File: config.mk
export PLATFORM = sky130hd
export DESIGN_NAME = fetch_stage_flat
export DESIGN_NICKNAME = d
export VERILOG_FILES = /design/src/rtl/pa_risc_pkg.sv /design/src/rtl/fetch_stage_if.sv /design/src/rtl/pc_pair_reg.sv /design/src/rtl/fetch_stage.sv /design/src/flat_wrapper.sv
export SDC_FILE = /design/constraint.sdc
export NUM_CORES = 1
export LEC_CHECK = 0
export BUFFER_PORTS_ARGS = -buffer_cell sky130_fd_sc_hd__buf_2
export CAP_MARGIN = 20
export CORE_MARGIN = 2
export CORE_UTILIZATION = 40
export CTS_CLUSTER_DIAMETER = 40
export DETAILED_ROUTE_END_ITERATION = 12
export GPL_ROUTABILITY_DRIVEN = 0
export PLACE_DENSITY = 0.68
export SYNTH_ARGS = -nofsm -noshare
export SYNTH_HDL_FRONTEND = slang
export SYNTH_SLANG_ARGS = --single-unit
File: constraint.sdc
create_clock -name clk -period 3.7 [get_ports clk]
set_clock_uncertainty 0.15 [all_clocks]
set_input_delay 0.37 -clock clk [delete_from_list [all_inputs] [get_ports clk]]
set_output_delay 0.37 -clock clk [all_outputs]
set_load 0.005 [all_outputs]
File: src/rtl/pa_risc_pkg.sv
// Shared PA_RISC pipeline constants: widths, reset PC, NOP encoding and the
// branch opcodes the control unit decodes.
package pa_risc_pkg;

    localparam int              ADDR_W   = 32;
    localparam int              INST_W   = 32;
    localparam logic [31:0]     RESET_PC = 32'h0000_0000;
    localparam logic [31:0]     NOP_INST = 32'h0000_0000;

    // Major opcodes (inst[31:26]) of the redirecting instructions.
    typedef enum logic [5:0] {
        OPC_COMBT = 6'h20,
        OPC_COMBF = 6'h22,
        OPC_BL    = 6'h3A
    } opcode_e;

    localparam logic [31:0] PC_INC = 32'd4;

endpackage

File: src/rtl/fetch_stage_if.sv
// IF-stage bus: hazard/branch controls in, imem port, IF/ID register and PCs out.
interface fetch_stage_if
    import pa_risc_pkg::*;
#(
    parameter int ADDR_W = pa_risc_pkg::ADDR_W,
    parameter int INST_W = pa_risc_pkg::INST_W
);
    logic              le;
    logic              branch_taken;
    logic [ADDR_W-1:0] branch_target;
    logic              nullify;
    logic [ADDR_W-1:0] imem_addr;
    logic [INST_W-1:0] imem_data;
    logic [INST_W-1:0] if_id_inst;
    logic [ADDR_W-1:0] if_id_pc;
    logic [ADDR_W-1:0] pc_front;
    logic [ADDR_W-1:0] pc_back;
    logic              redirect_pending;

    modport master (
        input  le, branch_taken, branch_target, nullify, imem_data,
        output imem_addr, if_id_inst, if_id_pc, pc_front, pc_back, redirect_pending
    );

    modport slave (
        output le, branch_taken, branch_target, nullify, imem_data,
        input  imem_addr, if_id_inst, if_id_pc, pc_front, pc_back, redirect_pending
    );
endinterface

File: src/rtl/pc_pair_reg.sv
// PC pair: pc_back is the address being fetched, pc_front the one after it.
// A load replaces the pair with {target, target+4}; otherwise the pair slides by 4.
module pc_pair_reg
    import pa_risc_pkg::*;
#(
    parameter int                ADDR_W   = pa_risc_pkg::ADDR_W,
    parameter logic [ADDR_W-1:0] RESET_PC = pa_risc_pkg::RESET_PC
) (
    input  logic              clk,
    input  logic              reset,
    input  logic              i_le,
    input  logic              i_load,
    input  logic [ADDR_W-1:0] i_target,
    output logic [ADDR_W-1:0] o_pc_back,
    output logic [ADDR_W-1:0] o_pc_front
);
    localparam logic [ADDR_W-1:0] STEP = ADDR_W'(PC_INC);

    logic [ADDR_W-1:0] r_pc_back;
    logic [ADDR_W-1:0] r_pc_front;

    // Advance or redirect the pair when loading is enabled; additions wrap.
    always_ff @(posedge clk) begin
        if (reset) begin
            r_pc_back  <= RESET_PC;
            r_pc_front <= RESET_PC + STEP;
        end else if (i_le) begin
            if (i_load) begin
                r_pc_back  <= i_target;
                r_pc_front <= i_target + STEP;
            end else begin
                r_pc_back  <= r_pc_front;
                r_pc_front <= r_pc_front + STEP;
            end
        end
    end

    assign o_pc_back  = r_pc_back;
    assign o_pc_front = r_pc_front;
endmodule

File: src/rtl/fetch_stage.sv
// IF stage: drives imem from pc_back, loads the IF/ID register, and applies
// branch redirects with one delay slot. Redirects/nullifies seen during a
// stall are parked and take effect on the first cycle with le=1.
module fetch_stage
    import pa_risc_pkg::*;
#(
    parameter int                ADDR_W   = pa_risc_pkg::ADDR_W,
    parameter int                INST_W   = pa_risc_pkg::INST_W,
    parameter logic [ADDR_W-1:0] RESET_PC = pa_risc_pkg::RESET_PC
) (
    input  logic          clk,
    input  logic          reset,
    fetch_stage_if.master bus
);
    localparam logic [INST_W-1:0] NOP_W = INST_W'(NOP_INST);

    logic              r_redirect_pending;
    logic              r_pend_null;
    logic [ADDR_W-1:0] r_pend_target;
    logic [INST_W-1:0] r_if_id_inst;
    logic [ADDR_W-1:0] r_if_id_pc;

    logic              w_eff_br;
    logic              w_eff_null;
    logic [ADDR_W-1:0] w_eff_tgt;
    logic [ADDR_W-1:0] w_pc_back;
    logic [ADDR_W-1:0] w_pc_front;

    // A live branch_taken beats a parked one (newest request wins).
    always_comb begin
        w_eff_br   = bus.branch_taken | r_redirect_pending;
        w_eff_tgt  = bus.branch_taken ? bus.branch_target : r_pend_target;
        w_eff_null = bus.nullify | r_pend_null;
    end

    pc_pair_reg #(
        .ADDR_W   (ADDR_W),
        .RESET_PC (RESET_PC)
    ) u_pc_pair (
        .clk        (clk),
        .reset      (reset),
        .i_le       (bus.le),
        .i_load     (w_eff_br),
        .i_target   (w_eff_tgt),
        .o_pc_back  (w_pc_back),
        .o_pc_front (w_pc_front)
    );

    // IF/ID capture on le; while stalled, park any redirect/nullify request.
    // The parked nullify is consumed on the first unstalled cycle whether or
    // not a redirect accompanies it, so it cannot squash a later slot.
    always_ff @(posedge clk) begin
        if (reset) begin
            r_if_id_inst       <= NOP_W;
            r_if_id_pc         <= '0;
            r_redirect_pending <= 1'b0;
            r_pend_null        <= 1'b0;
            r_pend_target      <= '0;
        end else if (bus.le) begin
            r_if_id_inst       <= w_eff_null ? NOP_W : bus.imem_data;
            r_if_id_pc         <= w_pc_back;
            r_redirect_pending <= 1'b0;
            r_pend_null        <= 1'b0;
        end else begin
            if (bus.branch_taken) begin
                r_pend_target      <= bus.branch_target;
                r_redirect_pending <= 1'b1;
            end
            if (bus.nullify) begin
                r_pend_null <= 1'b1;
            end
        end
    end

    assign bus.imem_addr        = w_pc_back;
    assign bus.pc_back          = w_pc_back;
    assign bus.pc_front         = w_pc_front;
    assign bus.if_id_inst       = r_if_id_inst;
    assign bus.if_id_pc         = r_if_id_pc;
    assign bus.redirect_pending = r_redirect_pending;
endmodule

File: src/flat_wrapper.sv
// flat-port wrapper written by rule: the top's interface ports become plain ports
module fetch_stage_flat import pa_risc_pkg::*;
#(
    parameter int                ADDR_W   = pa_risc_pkg::ADDR_W,
    parameter int                INST_W   = pa_risc_pkg::INST_W,
    parameter logic [ADDR_W-1:0] RESET_PC = pa_risc_pkg::RESET_PC
)
  (clk, reset, bus_le, bus_branch_taken, bus_branch_target, bus_nullify, bus_imem_data, bus_imem_addr, bus_if_id_inst, bus_if_id_pc, bus_pc_front, bus_pc_back, bus_redirect_pending);
  fetch_stage_if #(.ADDR_W(ADDR_W), .INST_W(INST_W)) bus_i ();
  input  logic clk;
  input  logic reset;
  input wire logic [$bits(bus_i.le)-1:0] bus_le;
  input wire logic [$bits(bus_i.branch_taken)-1:0] bus_branch_taken;
  input wire logic [$bits(bus_i.branch_target)-1:0] bus_branch_target;
  input wire logic [$bits(bus_i.nullify)-1:0] bus_nullify;
  input wire logic [$bits(bus_i.imem_data)-1:0] bus_imem_data;
  output wire logic [$bits(bus_i.imem_addr)-1:0] bus_imem_addr;
  output wire logic [$bits(bus_i.if_id_inst)-1:0] bus_if_id_inst;
  output wire logic [$bits(bus_i.if_id_pc)-1:0] bus_if_id_pc;
  output wire logic [$bits(bus_i.pc_front)-1:0] bus_pc_front;
  output wire logic [$bits(bus_i.pc_back)-1:0] bus_pc_back;
  output wire logic [$bits(bus_i.redirect_pending)-1:0] bus_redirect_pending;
  assign bus_i.le = bus_le;
  assign bus_i.branch_taken = bus_branch_taken;
  assign bus_i.branch_target = bus_branch_target;
  assign bus_i.nullify = bus_nullify;
  assign bus_i.imem_data = bus_imem_data;
  assign bus_imem_addr = bus_i.imem_addr;
  assign bus_if_id_inst = bus_i.if_id_inst;
  assign bus_if_id_pc = bus_i.if_id_pc;
  assign bus_pc_front = bus_i.pc_front;
  assign bus_pc_back = bus_i.pc_back;
  assign bus_redirect_pending = bus_i.redirect_pending;
  fetch_stage #(.ADDR_W(ADDR_W), .INST_W(INST_W), .RESET_PC(RESET_PC)) u_core (.clk(clk), .reset(reset), .bus(bus_i));
endmodule
==> metrics.md <==
| Metric | Value |
|---|---|
| Status | finished clean |
| Synth Instances | 786 |
| RSZ-0062 raised after global routing | false |
| Wire length of the first global-routing pass | 30.0 mm |
| CP max stage cell | dfxtp_2 |
| Starting Density | around two fifths |
| Largest net degree at the start of global routing | about 80 |
| # resized after CTS | 0 |
| ANT nets after route | 0 |
| Total number of clock tree sinks | approximately 160 |
| Initial antenna violation count | 0 |
| Root Driver | clkbuf_16 |
| DRC | 0 |
| CP Buf/Inv Count | 1 |
| Num rows | 48 |
| Clock-pin slew on the worst setup and hold paths | 60 ps |
| Pre-Repair DR Iteration Count | 5 |
| Total CTS buffers | 17 |
| Clock Path Buffers | 2 |
| Number of global-route vias before repair | approximately 5700 |
| Pwr Density | 471 nW/µm² |
| Worst Path Required | 3860 ps |
| Total grt overflow | 0 |
| Final min period | 3170 ps |
| Synth unique cells | 51 |
| TritonCTS clock tree | done |
| Worst VDD drop | 0.316 mV |
| Fin crit share | 85.6% |
| 1st-iter DRT viols | 369 |
| Area Growth Syn to Fin | 26.3% |
| Post-synth EDFFs | 0 |
| Final setup vio count | 0 |
| Setup TNS | 0 ps |
| Synthesis-stage register bit count | 162 |
| Util after Layout | 51.7% |
| Die extent in x | 137 µm |
| Seq/Total Area, Yosys | 45.8% |
| Worst skew pair latency | between 400 and 500 ps |
| Mapped Avg Cell Area | 9.02 µm² |
| Worst Path Arrival | about 3300 ps |
| DP Cell Count | 1165 |
| Post-Syn Area | 7090 µm² |
| Synth top area share | ~46% |
| Commonest cells post-synth | dfxtp_1, nand2_1, nor2_1 |
| Lkg Pwr | about 0.0041 µW |
| Total GRT Usage | 20.2% |
| H-tree Lvls | 4 |
| Vias per cell | 5.05 |
| Max cap viols | 0 |
| Maximum clock rate | 316 MHz |
| Synth area leaders | dfxtp_1, mux2i_1, nand2_1, nor2_1, a22o_1 |
| Proportion of layout cells with a drive suffix above 1 | 29.0% |
| Core area | 17300 µm² |
| Avg WL per Cell | 15.6 µm |
| Top_reg_cell synth | dfxtp_1 |
| Startpoint Class | flop |
| Most frequent cell after synthesis | dfxtp_1 |
| DRT Wirelength | 19.1 mm |
| Crit path max fanout | 16 |
| Non-filler cells, final | around 1200 |
| Port bufs | 229 |
| Syn_nets | roughly 860 |
| Fin. Hold Viols | 0 |
| Max-slew violations | 0 |
| Fin nets | between 1000 and 1500 |
| # diodes | 0 |
| Crit end category | flop |
| Post-DP HPWL | 13.1 mm |
| Die height | 137 µm |
| Total number of vias | approximately 6100 |
| Crit path cell chain | buf_4 -> mux2i_1 -> o21ai_0 -> ha_1 -> and3_1 -> nand3_1 -> o41a_1 -> a2111oi_1 |
| Area leader, netlist | dfxtp_1 |
| Io pins | 230 |
| Ys async rst share | 0% |
| Slew HR | about 44% |
| Max incr delay on CP | 540 ps |
| HP Class | primary input to flop |
| Warnings from Yosys | 0 |
| Setup CP Type | flop to flop |
| Die ar. | 18800 µm² |
| Cell family with most CP delay | compound AO/OA/AOI/OAI gates |
| Tightest Pin Transition | 837 ps |
-- layout make-up --
class	instances	area [µm²]
timing repair buffer	266	1490
inverter	4	15.0
clock buffer	21	460
clock inverter	11	150
sequential	162	3240
tap	225	282
fill	1628	8350
multi-input combinational	529	3300
-- sequential cells by signal (all words and copies together) (netlist names) --
register                     flops
u_core.bus.if_id_inst           32
u_core.bus.if_id_pc             32
u_core.bus.redirect_pending      1
u_core.r_pend_null               1
u_core.r_pend_target            32
u_core.u_pc_pair.o_pc_back      32
u_core.u_pc_pair.o_pc_front     32
-- worst paths after layout --
kind                                    start                              end  slack (ps)  depth (start not counted)
setup / recovery  u_core.bus.redirect_pending  u_core.u_pc_pair.o_pc_front[30]         530                          8
hold / removal               bus_imem_data[8]         u_core.bus.if_id_inst[8]          10                          2
setup reg to reg  u_core.bus.redirect_pending  u_core.u_pc_pair.o_pc_front[30]         530                          8
hold reg to reg      u_core.r_pend_target[18]         u_core.r_pend_target[18]         310                          2
-- timing repair --
item,CTS,global route
hold endpoints to repair,20,1
setup buffers,0,0
hold buffers,20,1
-- metal layers --
| metal | vias up | wire (µm) | GRT usage (%) | part of all wire [%] |
|---|---|---|---|---|
| met5 | - | 0 | 0 | 0 |
| met1 | 2864 | 8740 | 27.3 | 46 |
| met2 | 165 | 9190 | 33.0 | 48 |
| met3 | 15 | 948 | 4.33 | 5.0 |
| met4 | 0 | 176 | 4.98 | 0.92 |
| li1 | 3104 | - | - | - |
-- power breakdown --
| group | internal, µW | total (µW) | leakage, µW | switching [µW] |
|---|---|---|---|---|
| sequential | 1830 | 1900 | 0.00133 | 67.4 |
| clock | 1100 | 1820 | 0.000294 | 721 |
| combinational | 224 | 493 | 0.00245 | 269 |
-- layout by cell type (no fill, tap or decap), types with 4 or more instances in the layout --
cell | Yosys | routed
a211oi_1 | 13 | 13
a21oi_1 | 46 | 46
a22o_1 | 32 | 32
a311oi_1 | 5 | 5
and4_1 | 4 | 4
buf_2 | 4 | 227
buf_4 | 36 | 17
clkbuf_16 | 0 | 17
dfxtp_1 | 162 | 161
dlygate4sd3_1 | 0 | 21
inv_1 | 4 | 4
mux2_1 | 4 | 4
mux2i_1 | 86 | 86
nand2_1 | 110 | 110
nand3_1 | 9 | 9
nand4_1 | 7 | 7
nor2_1 | 102 | 101
nor3_1 | 7 | 6
nor4_1 | 5 | 5
o21a_1 | 6 | 6
o21ai_0 | 9 | 9
o21ai_1 | 19 | 19
o31ai_1 | 6 | 6
or3_1 | 4 | 4
or4_1 | 6 | 6
xor2_1 | 8 | 8
-- metrics by stage --
step / hold slack, ps / total power (µW) / setup slack [ps] / cell area, µm²
after floorplan: 284 / 2230 / 506 / 7090
after global placement: 292 / 2400 / 507 / 8130
after detailed placement: 298 / 2410 / 401 / 8130
after CTS: 0.000167 / 4250 / 571 / 8940
after global routing: 0.587 / 4400 / 283 / 8950
final: 12.3 / 4210 / 534 / 8950
-- logic make-up (layout without fill, tap and decap cells) --
group	Yosys count	count (layout)	share of synthesized area [%]
AO/OA/AOI/OAI	156	156	15.2
XOR/XNOR	11	11	1.36
adder cells (fa/ha/maj)	1	1	0.177
buffers and inverters	95	302	7.79
flip-flops	162	162	45.8
multiplexers	92	92	13.1
AND/OR/NAND/NOR	269	269	16.6
Power figures use the tool's default switching activity.
